<file path="src/rtl/dmem_arbiter_if.sv">
// Bus bundle between MEM stage, loader, data memory and the arbiter.
// slave = arbiter view; master = requesters and memory view.
interface dmem_arbiter_if #(
  parameter int ADDR_W = 32,
  parameter int DATA_W = 32
);
  logic              cpu_req;
  logic              cpu_we;
  logic              cpu_byte;
  logic [ADDR_W-1:0] cpu_addr;
  logic [DATA_W-1:0] cpu_wdata;
  logic [DATA_W-1:0] cpu_rdata;
  logic              cpu_stall;
  logic              ld_req;
  logic              ld_we;
  logic [ADDR_W-1:0] ld_addr;
  logic [DATA_W-1:0] ld_wdata;
  logic [DATA_W-1:0] ld_rdata;
  logic              ld_ack;
  logic [ADDR_W-1:0] mem_addr;
  logic [DATA_W-1:0] mem_wdata;
  logic              mem_read;
  logic              mem_write;
  logic              mem_byte;
  logic [DATA_W-1:0] mem_rdata;
  logic              owner_ld;

  modport slave (
    input  cpu_req, cpu_we, cpu_byte,
    input  cpu_addr, cpu_wdata,
    output cpu_rdata, cpu_stall,
    input  ld_req, ld_we,
    input  ld_addr, ld_wdata,
    output ld_rdata, ld_ack,
    output mem_addr, mem_wdata,
    output mem_read, mem_write, mem_byte,
    input  mem_rdata,
    output owner_ld
  );

  modport master (
    output cpu_req, cpu_we, cpu_byte,
    output cpu_addr, cpu_wdata,
    input  cpu_rdata, cpu_stall,
    output ld_req, ld_we,
    output ld_addr, ld_wdata,
    input  ld_rdata, ld_ack,
    input  mem_addr, mem_wdata,
    input  mem_read, mem_write, mem_byte,
    output mem_rdata,
    input  owner_ld
  );
endinterface

</file>
<file path="src/rtl/dmem_arbiter.sv">
// Data memory arbiter: CPU (MEM stage) vs loader, one-word loader slots.
// Ports: clk, reset (async, active-low), bus (dmem_arbiter_if.slave).
module dmem_arbiter #(
  parameter int ADDR_W       = 32,
  parameter int DATA_W       = 32,
  parameter int STARVE_LIMIT = 8
) (
  input  logic           clk,
  input  logic           reset,
  dmem_arbiter_if.slave  bus
);

  typedef enum logic [1:0] {
    S_CPU = 2'd0,
    S_LD  = 2'd1,
    S_ACK = 2'd2
  } state_t;

  localparam logic [7:0] LIMIT_M1 = 8'(STARVE_LIMIT - 1);

  state_t            state;
  logic [7:0]        wait_cnt;
  logic [DATA_W-1:0] ld_rdata_q;
  logic              ld_ack_q;
  logic              grant;

  // Loader wins when the CPU is idle or it has waited long enough.
  assign grant = bus.ld_req &
                 (~bus.cpu_req | (wait_cnt == LIMIT_M1));

  always_comb begin
    bus.mem_addr  = bus.cpu_addr;
    bus.mem_wdata = bus.cpu_wdata;
    bus.mem_read  = bus.cpu_req & ~bus.cpu_we;
    bus.mem_write = bus.cpu_req &  bus.cpu_we;
    bus.mem_byte  = bus.cpu_byte;
    bus.cpu_stall = 1'b0;
    bus.owner_ld  = 1'b0;
    if (state == S_LD) begin
      bus.mem_addr  = bus.ld_addr;
      bus.mem_wdata = bus.ld_wdata;
      bus.mem_read  = ~bus.ld_we;
      bus.mem_write =  bus.ld_we;
      bus.mem_byte  = 1'b0;
      bus.cpu_stall = bus.cpu_req;
      bus.owner_ld  = 1'b1;
    end
  end

  assign bus.cpu_rdata = bus.mem_rdata;
  assign bus.ld_rdata  = ld_rdata_q;
  assign bus.ld_ack    = ld_ack_q;

  always_ff @(posedge clk or negedge reset) begin
    if (!reset) begin
      state      <= S_CPU;
      wait_cnt   <= 8'd0;
      ld_rdata_q <= '0;
      ld_ack_q   <= 1'b0;
    end else begin
      unique case (state)
        S_CPU: begin
          if (grant) begin
            state    <= S_LD;
            wait_cnt <= 8'd0;
          end else if (bus.ld_req) begin
            wait_cnt <= wait_cnt + 8'd1;
          end else begin
            wait_cnt <= 8'd0;
          end
        end
        S_LD: begin
          if (!bus.ld_we)
            ld_rdata_q <= bus.mem_rdata;
          ld_ack_q <= 1'b1;
          state    <= S_ACK;
        end
        S_ACK: begin
          // Always hand one slot back to the CPU.
          ld_ack_q <= 1'b0;
          state    <= S_CPU;
        end
        default: begin
          ld_ack_q <= 1'b0;
          state    <= S_CPU;
        end
      endcase
    end
  end

endmodule

</file>
<file path="src/flat_wrapper.sv">
// flat-port wrapper written by rule: the top's interface ports become plain ports
module dmem_arbiter_flat 
#(
  parameter int ADDR_W       = 32,
  parameter int DATA_W       = 32,
  parameter int STARVE_LIMIT = 8
)
  (clk, reset, bus_cpu_req, bus_cpu_we, bus_cpu_byte, bus_cpu_addr, bus_cpu_wdata, bus_cpu_rdata, bus_cpu_stall, bus_ld_req, bus_ld_we, bus_ld_addr, bus_ld_wdata, bus_ld_rdata, bus_ld_ack, bus_mem_addr, bus_mem_wdata, bus_mem_read, bus_mem_write, bus_mem_byte, bus_mem_rdata, bus_owner_ld);
  dmem_arbiter_if #(.ADDR_W(ADDR_W), .DATA_W(DATA_W)) bus_i ();
  input  logic clk;
  input  logic reset;
  input wire logic [$bits(bus_i.cpu_req)-1:0] bus_cpu_req;
  input wire logic [$bits(bus_i.cpu_we)-1:0] bus_cpu_we;
  input wire logic [$bits(bus_i.cpu_byte)-1:0] bus_cpu_byte;
  input wire logic [$bits(bus_i.cpu_addr)-1:0] bus_cpu_addr;
  input wire logic [$bits(bus_i.cpu_wdata)-1:0] bus_cpu_wdata;
  output wire logic [$bits(bus_i.cpu_rdata)-1:0] bus_cpu_rdata;
  output wire logic [$bits(bus_i.cpu_stall)-1:0] bus_cpu_stall;
  input wire logic [$bits(bus_i.ld_req)-1:0] bus_ld_req;
  input wire logic [$bits(bus_i.ld_we)-1:0] bus_ld_we;
  input wire logic [$bits(bus_i.ld_addr)-1:0] bus_ld_addr;
  input wire logic [$bits(bus_i.ld_wdata)-1:0] bus_ld_wdata;
  output wire logic [$bits(bus_i.ld_rdata)-1:0] bus_ld_rdata;
  output wire logic [$bits(bus_i.ld_ack)-1:0] bus_ld_ack;
  output wire logic [$bits(bus_i.mem_addr)-1:0] bus_mem_addr;
  output wire logic [$bits(bus_i.mem_wdata)-1:0] bus_mem_wdata;
  output wire logic [$bits(bus_i.mem_read)-1:0] bus_mem_read;
  output wire logic [$bits(bus_i.mem_write)-1:0] bus_mem_write;
  output wire logic [$bits(bus_i.mem_byte)-1:0] bus_mem_byte;
  input wire logic [$bits(bus_i.mem_rdata)-1:0] bus_mem_rdata;
  output wire logic [$bits(bus_i.owner_ld)-1:0] bus_owner_ld;
  assign bus_i.cpu_req = bus_cpu_req;
  assign bus_i.cpu_we = bus_cpu_we;
  assign bus_i.cpu_byte = bus_cpu_byte;
  assign bus_i.cpu_addr = bus_cpu_addr;
  assign bus_i.cpu_wdata = bus_cpu_wdata;
  assign bus_cpu_rdata = bus_i.cpu_rdata;
  assign bus_cpu_stall = bus_i.cpu_stall;
  assign bus_i.ld_req = bus_ld_req;
  assign bus_i.ld_we = bus_ld_we;
  assign bus_i.ld_addr = bus_ld_addr;
  assign bus_i.ld_wdata = bus_ld_wdata;
  assign bus_ld_rdata = bus_i.ld_rdata;
  assign bus_ld_ack = bus_i.ld_ack;
  assign bus_mem_addr = bus_i.mem_addr;
  assign bus_mem_wdata = bus_i.mem_wdata;
  assign bus_mem_read = bus_i.mem_read;
  assign bus_mem_write = bus_i.mem_write;
  assign bus_mem_byte = bus_i.mem_byte;
  assign bus_i.mem_rdata = bus_mem_rdata;
  assign bus_owner_ld = bus_i.owner_ld;
  dmem_arbiter #(.ADDR_W(ADDR_W), .DATA_W(DATA_W), .STARVE_LIMIT(STARVE_LIMIT)) u_core (.clk(clk), .reset(reset), .bus(bus_i));
endmodule
</file>
<file path="config.mk">
export PLATFORM = sky130hd
export DESIGN_NAME = dmem_arbiter_flat
export DESIGN_NICKNAME = d
export VERILOG_FILES = /design/src/rtl/dmem_arbiter_if.sv /design/src/rtl/dmem_arbiter.sv /design/src/flat_wrapper.sv
export SDC_FILE = /design/constraint.sdc
export NUM_CORES = 1
export LEC_CHECK = 0
export CAP_MARGIN = 20
export CORE_AREA = 2 2 116 118
export CTS_CLUSTER_SIZE = 12
export DETAILED_ROUTE_END_ITERATION = 6
export DIE_AREA = 0 0 118 120
export PLACE_DENSITY = 0.66
export SLEW_MARGIN = 20
export SYNTH_ARGS = -nofsm -noshare
export SYNTH_HDL_FRONTEND = slang
export SYNTH_SLANG_ARGS = --single-unit
</file>
<file path="constraint.sdc">
create_clock -name clk -period 1.75 [get_ports clk]
set_input_delay 0.175 -clock clk [delete_from_list [all_inputs] [get_ports clk]]
set_output_delay 0.175 -clock clk [all_outputs]
set_load 0.005 [all_outputs]
</file>
==> results.md <==
Setup path:
- Along the worst path, the maximum fanout reaches 5.
- The worst register-to-register path has a depth of 7.
- The arrival time reported for the critical path endpoint is 1.73 ns.
- The minimum setup slack among reg-to-reg paths is -0.09 ns.
- On the worst path, the slowest cell contributes a delay of 0.41 ns.
- The critical path data required time is 1.57 ns.
- The worst setup path is launched from a register.
- The setup path with the least slack is of type reg2out.
- Counting both buffers and inverters, the worst setup path holds a total of 4.
- The reg-to-reg startpoint is u_core.state[1].
- The signal on the critical path passes through nor2b_4 -> buf_8 -> buf_12 -> buf_16 -> mux2_2 -> buf_6.
- The critical path capture point type is a primary output.
- The slowest stage of the critical path is the sky130_fd_sc_hd__dfrtp_1 cell.
- The critical register-to-register path endpoint is u_core.bus.ld_rdata[31].
- The top cell family by delay on the critical path is buffers and inverters.

Drt:
- The number of iterations in the first detailed-routing pass is 4.
- The detailed-route wire length per cell is 18.04 um.
- The detailed-route vias per instance is 4.273.
- The number of DRC violations after detailed-routing iteration 0 is 83.
- In this run the remaining antenna-violating nets after routing total 0.
- The wire length after detailed routing is 12900 um.
- The final route contains 3055 vias.
- The final routed DRC violation total is 0.

Placement:
- The HPWL after detailed placement is 9409 um.
- The port buffer count is 300.
- Routability-driven placement finished with a final weighted congestion of 0.8228.

Logic synthesis:
- Of the post-synthesis cell area, the dominant cell type holds 37.01%.
- The number of cells produced by synthesis is 230.
- The Yosys step of the flow raised 0 warnings.
- Yosys attributes the largest share of cell area to sky130_fd_sc_hd__dfrtp_1 37%, sky130_fd_sc_hd__mux2_2 26%, sky130_fd_sc_hd__mux2_4 15%.
- Dividing the synthesized area by the synthesized cell count gives 12.64 um^2.
- The number of different library cells in the post-synthesis netlist is 28.
- The total of flip-flops plus latches after synthesis is 43.
- The synthesized area is 0.002908 mm^2.
- Of the synthesized area, sequential elements account for 37.01%.
- The number of nets handed over by synthesis was 398.
- The biggest area contributor in the post-synthesis netlist is sky130_fd_sc_hd__dfrtp_1.

Clock network:
- No sink is reached through more buffers than the 2 on the longest clock path.
- The buffer type at the clock tree root is sky130_fd_sc_hd__clkbuf_16.
- TritonCTS built the clock tree.
- The clock sink total is 43.
- The clock-pin slew of the registers on the worst-case setup and hold paths is 0.06 ns.
- The source-to-sink clock delay at the later pin of the worst-skew pair is 0.28 ns.
- The clock tree synthesis step divided the H-tree into 2 levels.
- The number of CTS-inserted buffers is 5.

Die:
- In this run the horizontal extent of the chip is 118 um.
- The core box area is 0.01298 mm^2.
- The floorplan step defined a die boundary enclosing 0.01416 mm^2.
- The floorplan has 42 rows.
- 301 I/O pins were placed.
- The height of the die is 120 um.
- The initial utilization of the core area, before any placement, comes to 22.40%.

Timing:
- The hold violation count in the final report came to 0.
- The relative slew slack is 67.33%.
- The setup skew after layout is 0.002284 ns.
- The max-slew violation count is 0.
- Counting I/O delays and the setup requirement, the final critical path takes 1.906 ns.
- Setup violations remaining at the end of the flow were counted as 85.
- The final period utilization is 108.9%.
- The total negative slack for setup checks is -5.619 ns.
- Setup repair after global routing could not meet its margin everywhere.
- The peak clock frequency supported by timing is 524.6 MHz.
- The transition at the pin with the smallest max-transition slack is 0.4900 ns.
- The least setup slack across all paths after layout is -0.1561 ns.

Finish:
- Cells with a size suffix above 1 make up 41.19% of the layout.
- The layout overhead on the synthesized area is 131.7%.
- The library cell used most frequently in the layout, excluding fill and tap cells, is sky130_fd_sc_hd__clkdlybuf4s50_1.
- The number of inserted diodes is 0.
- The final net count is 706.
- In the layout the commonest cells are 230 x sky130_fd_sc_hd__clkdlybuf4s50_1, 90 x sky130_fd_sc_hd__mux2_4, 45 x sky130_fd_sc_hd__buf_6, 43 x sky130_fd_sc_hd__dfrtp_1, 30 x sky130_fd_sc_hd__clkbuf_2.

Global route:
- After global routing the overflow that remains totals 0.
- The number of global-route vias before repair came to 3200.
- The first global-routing pass estimated 18430 um of wire.
- The overall track demand over capacity in global routing is 16.76%.
- The number of antenna violations at the first check in global routing is 0.
- Entering global routing, the biggest net connects 24 pins.

Power:
- The post-layout total power is 4.350 mW.
- IR analysis of the VDD net gives a maximum drop of 0.3408 mV.
- The leakage power of the design is 2.975 nW.
- The total power divided by cell area is 645.7 mW/mm^2.

Status:
- The final reports fail on setup timing.
- The run finished, with violations left.

Worst hold path:
- The path type of the worst min-delay path is in2async.

Run:
- Across the run, the number of max-cap violations was 0.
-- sequential cells by signal (all words and copies together), names as in the netlist --
name,cells
u_core.wait_cnt,8
u_core.state,2
u_core.bus.ld_rdata,32
u_core.bus.ld_ack,1
-- per-stage QoR --
step	utilization [%]	setup WS (ns)	instance area [um^2]	hold WS, ns	instances
floorplan	-	0.2408	2908	-0.1206	230
global placement	45.49	-0.1059	5904	0.1607	669
detailed placement	45.49	-0.1036	5904	0.1676	669
CTS	48.35	-0.2342	6276	0.4071	694
global route	51.90	-0.2167	6736	0.4421	715
finish	51.90	-0.1561	6736	0.4149	715
-- cell usage after synthesis (all sizes together) --
library cell,count
a21oi,6
a22o,3
a31oi,3
and2,2
and3,2
and3b,1
buf,45
dfrtp,43
ha,1
mux2,97
mux2i,1
nand2,4
nand2b,3
nand3,2
nand4,2
nand4bb,1
nor2,3
nor2b,4
nor3b,1
nor4,1
o21ai,1
or2,2
xnor2,2
-- timing repair --
action	CTS	global route
resized for setup	213	152
buffers inserted	9	20
gates cloned	7	4
hold endpoints to repair	20	0
setup endpoints to repair	73	100
hold buffers	1	0
pin swaps	0	1
-- report_power, final --
group	switching (mW)	internal (mW)
clock network	0.387	0.533
registers	0.118	1.22
logic	0.575	1.52
-- logic make-up after synthesis --
| family | share of synthesized area [%] |
|---|---|
| multiplexers | 41.65 |
| buffers and inverters | 11.57 |
| flip-flops | 37.01 |
| adder cells (fa/ha/maj) | 0.4302 |
| AND/OR/NAND/NOR | 5.981 |
| AO/OA/AOI/OAI | 2.754 |
| XOR/XNOR | 0.6025 |
-- metal layers --
layer,track usage [%],vias to the layer above,part of all wire (%)
met5,0,-,0
met4,2.410,0,0.43
met3,6.987,6,10
met2,29.83,179,50
met1,19.18,1457,40
li1,-,1413,-
-- worst max-delay path by stage --
stage	from	end	slack [ns]	cells past startpoint
after global placement	u_core.state[1]	bus_mem_wdata[29]	-0.11	4
after detailed placement	u_core.state[1]	bus_mem_wdata[29]	-0.10	4
after CTS	u_core.state[1]	bus_mem_addr[11]	-0.23	6
final	u_core.state[1]	bus_mem_addr[30]	-0.16	6
after global routing	u_core.state[1]	bus_mem_addr[30]	-0.22	6
after floorplan	u_core.state[0]	bus_mem_read	0.24	6
-- area by class of cell --
cell class              instances  area (um^2)
fillers                      1180         6243
clock inverters                 3        23.77
multi-input cells             142         1732
flip-flops and latches         43         1076
repair buffers                346         3560
well taps                     176        220.2
clock buffers                   5        125.1
No activity file was read; power rests on OpenSTA's default activity.
